==> src/rtl/serializer_param.sv <==
// serializer_param: parallel-to-serial shifter with per-word length, 1-deep hold register and zero-gap frames.
// Define SERIALIZER_PARITY_EN to append an even-parity bit after each frame's data bits.
module serializer_param #(
  parameter int DATA_W     = 8,
  parameter int LEN_W      = $clog2(DATA_W + 1),
  parameter int BIT_CYCLES = 1,
  parameter bit MSB_FIRST  = 1
) (
  input  logic              clk_i,
  input  logic              rst_ni,
  input  logic [DATA_W-1:0] data_i,
  input  logic [LEN_W-1:0]  len_i,
  input  logic              data_val_i,
  output logic              data_rdy_o,
  output logic              ser_data_o,
  output logic              ser_val_o,
  output logic              sof_o,
  output logic              eof_o,
  output logic              busy_o
);
  localparam int CNT_W = $clog2(BIT_CYCLES + 1);
  localparam logic [LEN_W-1:0] FULL_LEN = LEN_W'(DATA_W);
  localparam logic [CNT_W-1:0] CYC_LAST = CNT_W'(BIT_CYCLES - 1);
`ifdef SERIALIZER_PARITY_EN
  typedef enum logic [1:0] {IDLE, SHIFT, PARITY} state_t;
`else
  typedef enum logic [1:0] {IDLE, SHIFT} state_t;
`endif
  state_t            r_state, w_state;
  logic [DATA_W-1:0] r_shift, w_shift, r_hold_data;
  logic [LEN_W-1:0]  r_hold_len;
  logic              r_hold_full, r_rdy_en;
  logic [LEN_W:0]    r_left, w_left;
  logic [CNT_W-1:0]  r_cyc, w_cyc;
  logic              r_ser_data, w_ser_data, r_ser_val, w_ser_val;
  logic              r_sof, w_sof, r_eof, w_eof;
  logic              w_accept, w_bit_end, w_frame_end, w_slot;
  logic              w_from_hold, w_from_in, w_load, w_hold_full;
  logic [LEN_W-1:0]  w_in_len, w_ld_len;
  logic [DATA_W-1:0] w_ld_data, w_aligned, w_adv_shift;
  logic              w_adv_bit;
  assign w_in_len   = (len_i == '0 || len_i > FULL_LEN) ? FULL_LEN : len_i;
  assign data_rdy_o = r_rdy_en && !r_hold_full;
  assign w_accept   = data_val_i && data_rdy_o;
  assign w_bit_end  = r_cyc == '0;
`ifdef SERIALIZER_PARITY_EN
  logic r_par;
  assign w_frame_end = (r_state == PARITY) && w_bit_end;
`else
  assign w_frame_end = (r_state == SHIFT) && w_bit_end && r_left == (LEN_W+1)'(1);
`endif
  // The shifter is free in IDLE or on the closing edge of a frame; hold has priority.
  assign w_slot      = (r_state == IDLE) || w_frame_end;
  assign w_from_hold = w_slot && r_hold_full;
  assign w_from_in   = w_slot && !r_hold_full && w_accept;
  assign w_load      = w_from_hold || w_from_in;
  assign w_hold_full = (w_accept && !w_from_in) || (r_hold_full && !w_from_hold);
  assign w_ld_data   = w_from_hold ? r_hold_data : data_i;
  assign w_ld_len    = w_from_hold ? r_hold_len : w_in_len;
  // Align the word so the first bit sits at the shift-out end and unused bits drop away.
  assign w_aligned   = MSB_FIRST ? w_ld_data << (FULL_LEN - w_ld_len)
                                 : w_ld_data & ({DATA_W{1'b1}} >> (FULL_LEN - w_ld_len));
  assign w_adv_bit   = MSB_FIRST ? r_shift[DATA_W-1] : r_shift[0];
  assign w_adv_shift = MSB_FIRST ? r_shift << 1 : r_shift >> 1;
  assign ser_data_o  = r_ser_data;
  assign ser_val_o   = r_ser_val;
  assign sof_o       = r_sof;
  assign eof_o       = r_eof;
  assign busy_o      = (r_state != IDLE) || r_hold_full;
  always_comb begin
    w_state    = r_state;
    w_shift    = r_shift;
    w_left     = r_left;
    w_cyc      = r_cyc;
    w_ser_data = r_ser_data;
    w_ser_val  = r_ser_val;
    w_sof      = r_sof;
    w_eof      = r_eof;
    if (w_load) begin
      w_state    = SHIFT;
      w_shift    = MSB_FIRST ? w_aligned << 1 : w_aligned >> 1;
      w_ser_data = MSB_FIRST ? w_aligned[DATA_W-1] : w_aligned[0];
      w_ser_val  = 1'b1;
      w_sof      = 1'b1;
`ifdef SERIALIZER_PARITY_EN
      w_eof      = 1'b0;
`else
      w_eof      = w_ld_len == LEN_W'(1);
`endif
      w_left     = {1'b0, w_ld_len};
      w_cyc      = CYC_LAST;
    end else if (w_frame_end) begin
      w_state    = IDLE;
      w_shift    = '0;
      w_left     = '0;
      w_cyc      = '0;
      w_ser_data = 1'b0;
      w_ser_val  = 1'b0;
      w_sof      = 1'b0;
      w_eof      = 1'b0;
    end else if (r_state != IDLE) begin
      if (!w_bit_end) begin
        w_cyc = r_cyc - 1'b1;
      end else begin
        w_cyc = CYC_LAST;
        w_sof = 1'b0;
`ifdef SERIALIZER_PARITY_EN
        if (r_left == (LEN_W+1)'(1)) begin
          w_state    = PARITY;
          w_ser_data = r_par;
          w_eof      = 1'b1;
          w_left     = '0;
        end else begin
          w_ser_data = w_adv_bit;
          w_shift    = w_adv_shift;
          w_left     = r_left - 1'b1;
        end
`else
        w_ser_data = w_adv_bit;
        w_shift    = w_adv_shift;
        w_left     = r_left - 1'b1;
        w_eof      = r_left == (LEN_W+1)'(2);
`endif
      end
    end
  end
  always_ff @(posedge clk_i or negedge rst_ni) begin
    if (!rst_ni) begin
      r_state     <= IDLE;
      r_shift     <= '0;
      r_left      <= '0;
      r_cyc       <= '0;
      r_ser_data  <= 1'b0;
      r_ser_val   <= 1'b0;
      r_sof       <= 1'b0;
      r_eof       <= 1'b0;
      r_hold_data <= '0;
      r_hold_len  <= '0;
      r_hold_full <= 1'b0;
      r_rdy_en    <= 1'b0;
    end else begin
      r_state     <= w_state;
      r_shift     <= w_shift;
      r_left      <= w_left;
      r_cyc       <= w_cyc;
      r_ser_data  <= w_ser_data;
      r_ser_val   <= w_ser_val;
      r_sof       <= w_sof;
      r_eof       <= w_eof;
      r_hold_full <= w_hold_full;
      r_rdy_en    <= 1'b1;
      if (w_accept && !w_from_in) begin
        r_hold_data <= data_i;
        r_hold_len  <= w_in_len;
      end
    end
  end
`ifdef SERIALIZER_PARITY_EN
  always_ff @(posedge clk_i or negedge rst_ni) begin
    if (!rst_ni) r_par <= 1'b0;
    else if (w_load) r_par <= ^w_aligned;
  end
`endif
endmodule

==> config.mk <==
export PLATFORM = sky130hd
export DESIGN_NAME = serializer_param
export DESIGN_NICKNAME = d
export VERILOG_FILES = /design/src/rtl/serializer_param.sv
export SDC_FILE = /design/constraint.sdc
export NUM_CORES = 1
export LEC_CHECK = 0
export ABC_AREA = 1
export CAP_MARGIN = 15
export CORE_UTILIZATION = 38
export DETAILED_ROUTE_END_ITERATION = 8
export PLACE_DENSITY_LB_ADDON = 0.25
export SLEW_MARGIN = 0
export SYNTH_ARGS = -nofsm -noshare
export SYNTH_HDL_FRONTEND = slang
export SYNTH_SLANG_ARGS = --single-unit
==> constraint.sdc <==
create_clock -name clk_i -period 2.3 [get_ports clk_i]
set_input_delay 0.46 -clock clk_i [delete_from_list [all_inputs] [get_ports clk_i]]
set_output_delay 0.46 -clock clk_i [all_outputs]
set_load 0.05 [all_outputs]
==> out/metrics.cfg, run 1 <==
[place]
place_congestion=0.9233
dp.final_hpwl_um=3211
io_buffers=20
post_dp_cell_area_mm2=0.002399

[sta]
clock-skew-final_ps=9.269
hold_slack_ps=478.5
max_freq_mhz=468.3
setup_viol_count_final=0
timing.final.max_slew_violations=0
fin_crit_sh_pct=92.85
fin_crit_ps=2136
finalHoldViolCount=0

[worst_setup_path]
slowest_stage=clkdlybuf4s50_1
start_kind=input port
worstPathArrival_ps=2340
cp_max_fo=8
worstPathCellList=clkdlybuf4s50_1 -> nor2_2 -> nand2_1 -> nand2_1 -> nand3_1 -> nand2_1 -> nand2_4 -> ha_1 -> inv_2 -> nand3_1 -> nand3_1 -> nand3_1 -> a21oi_1
crit_path_frequent_cell=nand3_1
r2r_cells=13
critPathKind=in -> reg
crit_required_ps=2500
cpPeakStageDelay_ps=430
end_kind=flop

[cells_and_area]
diodes=0
design_area_mm2=0.002526
layout_common_cells=76 x nand2_1, 36 x inv_1, 36 x nand3_1, 30 x dfrtp_1, 22 x buf_4
drive_gt1_share_pct=16.24
fillCellCount=545
layout.nets=334
area_growth_pct=23.49
utilization_pct=49.15
final_common_cell=nand2_1

[clocking]
clk_latency_ps=280
cts-root-buf=clkbuf_8
htree_levels=2
clockBufferDepth=2
tritoncts=done
clk_pin_slew_ps=60
cts.sinks=30
cts_made_buffers=5

[detailed_routing]
drc=0
drt_wl_total_um=4168
drt-initial-drc-count=99
post_drt_wl_per_cell_um=10.85
drtAntennaViolNets=0
vias_per_cell=4.708
vias=1808
first_pass_iters=4

[floorplan]
initial_core_util_pct=39.80
fp.dieH_um=75.37
dieArea_mm2=0.005681
ios=21
rows=26
die-width_um=75.37
core_mm2=0.005140

[hold_path]
hp-class=reg -> reg
hold_depth=2

[power]
p_per_area_mw_per_mm2=1223
peakVddDrop_mv=0.5427
leakagePower_nw=1.316
power_mw=3.090

[synth]
synth_cells=275
ys_top_cells_by_area=dfrtp_1 37%, nand2_1 14%, nand3_1 9.1%
synth_top_area_cell=dfrtp_1
synth_top_area_share_pct=36.70
ys_seq_elements=30
syn_area_per_cell_um2=7.439
synthesis.nets=295
synth_warnings=0
yosys.cell_types.count=32
ys_seq_area_share_pct=36.70
netlist_area_mm2=0.002046

[grt]
gr-total-overflow=0
grt_max_degree=31
grt_usage_pct=17.18
grt_pass1_wl_um=7307
grt_pass1_vias=1585
antenna_found_initial=0

[flow_run]
max_cap_violations=0

[outcome]
run_status=complete, no violations

[metrics by stage]
| stage | instances | setup TNS (ps) | setup slack, ps |
|---|---|---|---|
| 3_5_place_dp | 376 | -1235 | -196.9 |
| 5_1_grt | 384 | -11.78 | -11.78 |
| 3_3_place_gp | 376 | -973.5 | -167.2 |
| 6_report | 384 | 0 | 164.5 |
| 2_1_floorplan | 275 | 0 | 10.50 |
| 4_1_cts | 383 | 0 | 35.30 |
[kinds of logic (layout without fill, tap and decap cells)]
logic type,after synthesis,after routing,synth area share (%)
AO/OA/AOI/OAI,33,33,9.603
XOR/XNOR,4,4,2.080
adder cells (fa/ha/maj),5,5,3.058
buffers and inverters,47,86,10.70
flip-flops,30,30,36.70
other,1,1,0.1833
AND/OR/NAND/NOR,155,155,37.68
[cell type report]
type | instances | area, um^2 | area share (%)
Clock buffer | 6 | 82.58 | 3.269
Clock inverter | 1 | 30.03 | 1.189
Inverter | 39 | 146.4 | 5.795
Multi-Input combinational cell | 198 | 1084 | 42.89
Sequential cell | 30 | 750.7 | 29.72
Tap cell | 70 | 87.58 | 3.467
Timing Repair Buffer | 40 | 345.3 | 13.67
[synthesized netlist by cell type]
cell / instances
xnor2_1: 1
buf_2: 3
a2bb2oi_1: 2
buf_6: 3
inv_1: 38
clkinv_1: 1
nand2_4: 6
conb_1: 1
nor2_1: 19
a21oi_1: 7
nor2_4: 2
dfrtp_1: 30
nand3b_1: 4
o22ai_1: 1
nand3_1: 37
o21ai_1: 2
xnor2_2: 1
o21ai_4: 1
nand3b_4: 2
ha_1: 5
nand2_1: 76
o21ai_0: 16
xor2_1: 2
nand4_1: 2
clkbuf_1: 1
a22oi_2: 1
nand3_2: 1
nand3_4: 1
nor3_1: 2
buf_12: 1
a31oi_1: 3
nand2_2: 3
[worst max-delay path: cells and delay by family]
family | cells | cell delay, ps
adders and majority gates | 1 | 310
and+or+nand+nor | 9 | 880
AOI/OAI and AO/OA | 1 | 130
buffers and inverters | 2 | 570
[path summary, 6_finish.rpt]
| path | startpoint | to | slack [ps] |
|---|---|---|---|
| max | len_i[0] | ser_data_o | 160 |
| min | r_hold_data[3] | r_hold_data[3] | 480 |
| max reg2reg | r_left[1] | ser_data_o | 210 |
| min reg2reg | r_hold_data[3] | r_hold_data[3] | 480 |
| max in group asynchronous | rst_ni | r_hold_data[3] | 1430 |
| min in group asynchronous | rst_ni | r_left[4] | 570 |
[metal layers]
metal  vias up  global-route usage [%]  part of all wire (%)
met1       841                   23.49                    49
met5         -                       0                     0
met4         0                   5.144                  0.53
li1        951                       -                     -
met3         2                   3.968                   1.7
met2        14                   27.28                    48
[what timing repair did]
item,CTS,global route
hold endpoints to repair,0,0
buffers inserted,0,1
resized for setup,0,4
hold buffers,0,0
setup endpoints to repair,0,8
[power breakdown]
part | total [mW] | switching, mW | internal [mW]
Clock | 0.541 | 0.194 | 0.346
Combinational | 1.69 | 1.01 | 0.680
Sequential | 0.864 | 0.128 | 0.736
Total | 3.09 | 1.33 | 1.76
[registers in the layout, indices dropped and copies added, names as in the netlist]
signal / flops
eof_o: 1
r_hold_data: 8
r_hold_full: 1
r_hold_len: 4
r_left: 5
r_rdy_en: 1
r_shift: 7
r_state: 1
ser_data_o: 1
sof_o: 1
No activity file was read; power rests on OpenSTA's default activity.
==> run 2: changes to the inputs <==
CELL_PAD_IN_SITES_DETAIL_PLACEMENT = 1   (was not set)
CELL_PAD_IN_SITES_GLOBAL_PLACEMENT = 1   (was not set)
CORE_UTILIZATION = 40   (was 38)
==> run 2 against run 1 <==
Worst setup slack got worse by 3.2 ps. Hold slack barely moved. Count of clock-buffer cells in the layout grew 1. Clock power down 16%. Global-route usage grew 4.1 points. Register-to-register slack got worse by 20 ps. First-iteration DRC count is 60% lower. Maximum frequency down 0.15%. Critical endpoint is now r_shift[3]. Largest cell class unchanged. Highest routed layer unchanged.
==> out/metrics.cfg, run 2 (synthesis results as in run 1) <==
[grt]
grt_max_degree=31  ; unchanged
grt_pass1_vias=1896  ; was 1,585
grt_usage_pct=21.29  ; was 17.18%
grt_pass1_wl_um=8783  ; was 7307 um
gr-total-overflow=0  ; unchanged
antenna_found_initial=0  ; unchanged

[clocking]
clk_latency_ps=290  ; was 280 ps
cts.sinks=30  ; unchanged
cts_made_buffers=5  ; unchanged
clockBufferDepth=2  ; unchanged
clk_pin_slew_ps=70  ; was 60 ps
cts-root-buf=clkbuf_8  ; unchanged
ctsHoldBuffers=0  ; unchanged
tritoncts=done  ; unchanged
htree_levels=2  ; unchanged

[sta]
tightest_slew_ps=500.3
finalHoldViolCount=0  ; unchanged
max_freq_mhz=467.6  ; was 468.3 MHz
fin_tns_setup_ps=0  ; unchanged
setup_viol_count_final=0  ; unchanged
relSlewSlack_pct=66.54
fin_crit_ps=2139  ; was 2136 ps
fin_crit_sh_pct=92.99  ; was 92.85%
clock-skew-final_ps=10.59  ; was 9.269 ps
timing.final.max_slew_violations=0  ; unchanged

[place]
dp.final_hpwl_um=3765  ; was 3211 um
placedCellCount=372  ; was 376
post_dp_cell_area_mm2=0.002387  ; was 0.002399 mm^2
io_buffers=20  ; unchanged
place_congestion=0.8532  ; was 0.9233

[worst_setup_path]
crit_path_frequent_cell=nand3_1  ; unchanged
cp_max_fo=6  ; was 8
worstPathArrival_ps=2350  ; was 2340 ps
critPathKind=in -> reg  ; unchanged
start_kind=input port  ; unchanged
end_kind=flop  ; unchanged
worstPathCellList=clkdlybuf4s50_1 -> nor2_2 -> nand2_1 -> nand2_2 -> nand3_1 -> nand2_2 -> nand2_4 -> ha_4 -> buf_4 -> nand3_1 -> nand2_1 -> nand3_1 -> a21oi_1  ; was clkdlybuf4s50_1 -> nor2_2 -> nand2_1 -> nand2_1 -> nand3_1 -> nand2_1 -> nand2_4 -> ha_1 -> inv_2 -> nand3_1 -> nand3_1 -> nand3_1 -> a21oi_1
cpPeakStageDelay_ps=440  ; was 430 ps
crit_required_ps=2510  ; was 2500 ps
slowest_stage=clkdlybuf4s50_1  ; unchanged

[floorplan]
die-width_um=73.52  ; was 75.37 um
initial_core_util_pct=42.47  ; was 39.80%
rows=25  ; was 26
fp.dieH_um=73.52  ; was 75.37 um
dieArea_mm2=0.005404  ; was 0.005681 mm^2
ios=21  ; unchanged
core_mm2=0.004817  ; was 0.005140 mm^2

[cells_and_area]
area_growth_pct=23.79  ; was 23.49%
layout_common_cells=74 x nand2_1, 36 x inv_1, 35 x nand3_1, 30 x dfrtp_1, 22 x buf_4  ; was 76 x nand2_1, 36 x inv_1, 36 x nand3_1, 30 x dfrtp_1, 22 x buf_4
instances_no_fill=382  ; was 384
regMostFlops=r_hold_data  ; unchanged
design_area_mm2=0.002532  ; was 0.002526 mm^2
final_common_cell=nand2_1  ; unchanged
reg_top3=r_hold_data: 8 flops, r_shift: 7 flops, r_left: 5 flops  ; unchanged
layout.nets=334  ; unchanged
largest_reg_flops=8  ; unchanged
drive_gt1_share_pct=18.10  ; was 16.24%
diodes=0  ; unchanged
utilization_pct=52.57  ; was 49.15%

[detailed_routing]
drt_wl_total_um=4938  ; was 4168 um
first_pass_iters=4  ; unchanged
post_drt_wl_per_cell_um=12.93  ; was 10.85 um
drt-initial-drc-count=40  ; was 99
vias=1873  ; was 1,808
drc=0  ; unchanged
drtAntennaViolNets=0  ; unchanged
vias_per_cell=4.903  ; was 4.708

[power]
peakVddDrop_mv=0.4414  ; was 0.5427 mV
power_mw=3.094  ; was 3.090 mW
leakagePower_nw=1.308  ; was 1.316 nW
p_per_area_mw_per_mm2=1222  ; was 1223 mW/mm^2

[hold_path]
hp-class=reg -> reg  ; unchanged

[flow_run]
max_cap_violations=0  ; unchanged

[outcome]
run_status=complete, no violations  ; unchanged

run 2: final cells by class:
class	count	area, um^2
clock buffers	7	86.33
clock inverters	1	5.005
multi-input cells	198	1112
fillers	629	2285
well taps	67	83.83
repair buffers	40	345.3
inverters	39	148.9
flip-flops and latches	30	750.7
run 2: worst max-delay path, delay by kind of cell:
family	cells	cell delay, ps
fa+ha+maj	1	280
simple gates	9	880
buf+inv	2	580
compound gates	1	140
run 2: worst paths after layout:
kind                           startpoint              to  slack [ps]  cells past startpoint
setup / recovery                 len_i[1]      r_shift[3]         160                     13
max in group asynchronous          rst_ni  r_hold_data[2]        1440                      2
hold / removal             r_hold_data[3]  r_hold_data[3]         480                      2
setup reg to reg                r_left[1]      r_shift[4]         190                     11
min in group asynchronous          rst_ni       r_left[4]         560                      2
hold reg to reg            r_hold_data[3]  r_hold_data[3]         480                      2
run 2: metrics by stage:
step	setup slack (ps)	hold slack (ps)
after floorplan	10.50	164.4
after global placement	-176.5	462.1
after detailed placement	-334.3	468.4
after CTS	35.12	484.0
after global routing	-5.357	504.2
final	161.2	478.6
run 2: report_power, final:
part | total, mW | internal, mW | switching (mW) | leakage, nW
registers | 0.881 | 0.736 | 0.146 | 0.380
logic | 1.76 | 0.705 | 1.05 | 0.880
clock network | 0.456 | 0.241 | 0.214 | 0.0482
run 2: layer usage:
metal / track usage [%] / vias up / wire length (um)
met5: 0 / - / 0
met2: 36.09 / 29 / 2365
li1: - / 952 / -
met1: 27.36 / 884 / 2353
met4: 6.410 / 0 / 83
met3: 4.115 / 8 / 135
run 2: repair_timing:
action,in CTS,in global routing
endpoints found under the setup margin,6,8
setup buffers,0,2
resized for setup,1,10
pin swaps,0,2
==> run 3: changes to the inputs <==
DONT_BUFFER_PORTS = 1   (was not set)
clock period = 2 ns   (was 2.3 ns; I/O delays follow)
==> run 3 against run 2 <==
Via count down 0.27%. Design area rose by 2.2%. Clock skew decreased by 2.7 ps. Global-route usage fell by 0.37 points. Worst setup slack worse by 120 ps. Sequential share of layout area shrank 0.53 points. Power grew 30%. Critical path type is now reg -> reg. Critical endpoint is now r_shift[1]. Highest routed layer unchanged.
==> out/metrics.cfg, run 3 (synthesis results as in run 1) <==
[worst_setup_path]
slowest_stage=dfrtp_1  ; was clkdlybuf4s50_1
r2r_cells=12  ; was 11
crit_required_ps=2210  ; was 2510 ps
cp_max_fo=8  ; was 6
worstPathArrival_ps=2170  ; was 2350 ps
end_kind=flop  ; unchanged
start_kind=flop  ; was input port
r2r_start=r_left[1]  ; unchanged
critPathKind=reg -> reg  ; was in -> reg
r2r_end=r_shift[1]  ; was r_shift[4]
rrSetupSlack_ps=40  ; was 190 ps
worstPathCellList=inv_2 -> ha_4 -> nand3_4 -> nand2_4 -> buf_12 -> nand3b_4 -> nand2_4 -> buf_6 -> nand3_4 -> o21ai_4 -> nand2_1 -> o22ai_2  ; was clkdlybuf4s50_1 -> nor2_2 -> nand2_1 -> nand2_2 -> nand3_1 -> nand2_2 -> nand2_4 -> ha_4 -> buf_4 -> nand3_1 -> nand2_1 -> nand3_1 -> a21oi_1
cpPeakStageDelay_ps=390  ; was 440 ps

[sta]
max_freq_mhz=509.7
setup_viol_count_final=0  ; unchanged
rsz0062_at_grt=true
finalHoldViolCount=0  ; unchanged
clock-skew-final_ps=7.863  ; was 10.59 ps
fin_crit_ps=1962
timing.final.max_slew_violations=0  ; unchanged
fin_crit_sh_pct=98.09

[detailed_routing]
drt_wl_total_um=5457  ; was 4938 um
drc=0  ; unchanged
first_pass_iters=4  ; unchanged
vias=1868  ; was 1,873
vias_per_cell=5.076  ; was 4.903
drt-initial-drc-count=53  ; was 40
post_drt_wl_per_cell_um=14.83  ; was 12.93 um
drtAntennaViolNets=0  ; unchanged

[flow_run]
max_cap_violations=0  ; unchanged

[floorplan]
fp.dieH_um=73.52  ; unchanged
ios=21  ; unchanged
die-width_um=73.52  ; unchanged
dieArea_mm2=0.005404  ; unchanged
initial_core_util_pct=42.47  ; unchanged
rows=25  ; unchanged
core_mm2=0.004817  ; unchanged

[cells_and_area]
final_common_cell=nand2_1  ; unchanged
layout.area.seq_um2=753.2  ; was 750.7 um^2
utilization_pct=53.71  ; was 52.57%
reg_top3=r_hold_data: 8 flops, r_shift: 7 flops, r_left: 5 flops  ; unchanged
area_growth_pct=26.48  ; was 23.79%
layout_common_cells=74 x nand2_1, 36 x inv_1, 28 x dfrtp_1, 23 x nand3_1, 19 x buf_4  ; was 74 x nand2_1, 36 x inv_1, 35 x nand3_1, 30 x dfrtp_1, 22 x buf_4
diodes=0  ; unchanged
largest_reg_flops=8  ; unchanged
fillCellCount=616  ; was 629
drive_gt1_share_pct=26.58  ; was 18.10%
multi_input_area_mm2=0.001259  ; was 0.001112 mm^2
regMostFlops=r_hold_data  ; unchanged
layout.nets=320  ; was 334

[place]
place_congestion=0.9314  ; was 0.8532
io_buffers=0  ; was 20
dp.final_hpwl_um=3744  ; was 3765 um

[grt]
grt_pass1_vias=1851  ; was 1,896
grt_usage_pct=20.92  ; was 21.29%
gr-total-overflow=0  ; unchanged
grt_pass1_wl_um=8500  ; was 8783 um
antenna_found_initial=0  ; unchanged
grt_max_degree=31  ; unchanged

[clocking]
htree_levels=2  ; unchanged
clk_pin_slew_ps=70  ; about the same
cts_made_buffers=5  ; unchanged
tritoncts=done  ; unchanged
clk_latency_ps=290  ; about the same
clockBufferDepth=2  ; unchanged
cts.sinks=30  ; unchanged
cts-root-buf=clkbuf_8  ; unchanged

[hold_path]
whs_endpoint=r_hold_data[0]  ; was r_hold_data[3]
hp-start=data_i[0]  ; was r_hold_data[3]
hold_depth=2  ; unchanged
hp-class=in -> reg  ; was reg -> reg

[power]
peakVddDrop_mv=0.4917  ; was 0.4414 mV
p_per_area_mw_per_mm2=1559  ; was 1222 mW/mm^2
leakagePower_nw=1.297  ; was 1.308 nW
power_mw=4.035  ; was 3.094 mW

[outcome]
run_status=complete, no violations  ; unchanged

[run 3: cell count changes in the layout (fill, tap and decap cells not counted), moves of 3 or more]
| cell | before | now |
|---|---|---|
| a21oi_1 | 6 | 3 |
| a21oi_2 | 1 | 4 |
| buf_12 | 0 | 3 |
| buf_4 | 22 | 19 |
| buf_6 | 0 | 3 |
| clkdlybuf4s50_1 | 18 | 0 |
| nand3_1 | 35 | 23 |
| nand3_2 | 3 | 13 |
[run 3: layer usage]
| metal | vias up | global-route usage [%] | part of all wire, % |
|---|---|---|---|
| met1 | 911 | 25.84 | 43 |
| met5 | - | 0 | 0 |
| met4 | 0 | 6.410 | 0.84 |
| met3 | 7 | 4.390 | 2.6 |
| met2 | 24 | 36.39 | 54 |
| li1 | 926 | - | - |
[run 3: report_power, final]
part	switching (mW)	internal (mW)	total (mW)
logic	1.40	1.03	2.43
registers	0.250	0.848	1.10
clock network	0.226	0.277	0.503
[run 3: final cells by class]
| type | count | area share, % |
|---|---|---|
| inverter | 39 | 5.948 |
| multi-input combinational | 198 | 48.65 |
| clock buffer | 7 | 3.337 |
| sequential | 30 | 29.11 |
| tap | 67 | 3.240 |
| clock inverter | 1 | 0.1934 |
| timing repair buffer | 26 | 9.526 |
[run 3: stage by stage]
stage               std cells  setup TNS, ps  hold slack, ps  area, um^2  setup slack (ps)
global placement          347              0           105.2        2183             5.560
CTS                       358              0           229.6        2341             9.958
global route              368         -459.7           242.7        2587            -74.29
detailed placement        347         -145.6           105.4        2183            -55.18
floorplan                 275         -7.993           104.4        2062            -7.993
finish                    368              0           236.4        2587             38.13
[run 3: how the worst max path moves through the flow]
| stage | from | end | slack (ps) | cells after the start |
|---|---|---|---|---|
| floorplan | r_hold_full | r_shift[2] | -8 | 9 |
| global placement | r_left[1] | r_shift[7] | 6 | 12 |
| detailed placement | r_left[1] | ser_data_o | -60 | 12 |
| CTS | r_left[1] | ser_data_o | 10 | 13 |
| global route | r_left[1] | r_shift[2] | -70 | 13 |
| finish | r_left[1] | r_shift[1] | 40 | 12 |
[run 3: worst max-delay path: cells and delay by family (launching register included)]
kind                       cells  cell delay [ps]
and+or+nand+nor                6              550
adders and majority gates      1              150
DFF                            1              390
AOI/OAI and AO/OA              2              460
buffers and inverters          3              330
[run 3: repair_timing]
item,4_1_cts,5_1_grt
hold endpoints to repair,30,0
setup buffers,1,10
gates resized for setup,5,34
hold buffers,2,0
setup endpoints to repair,7,8
pin swaps,1,12
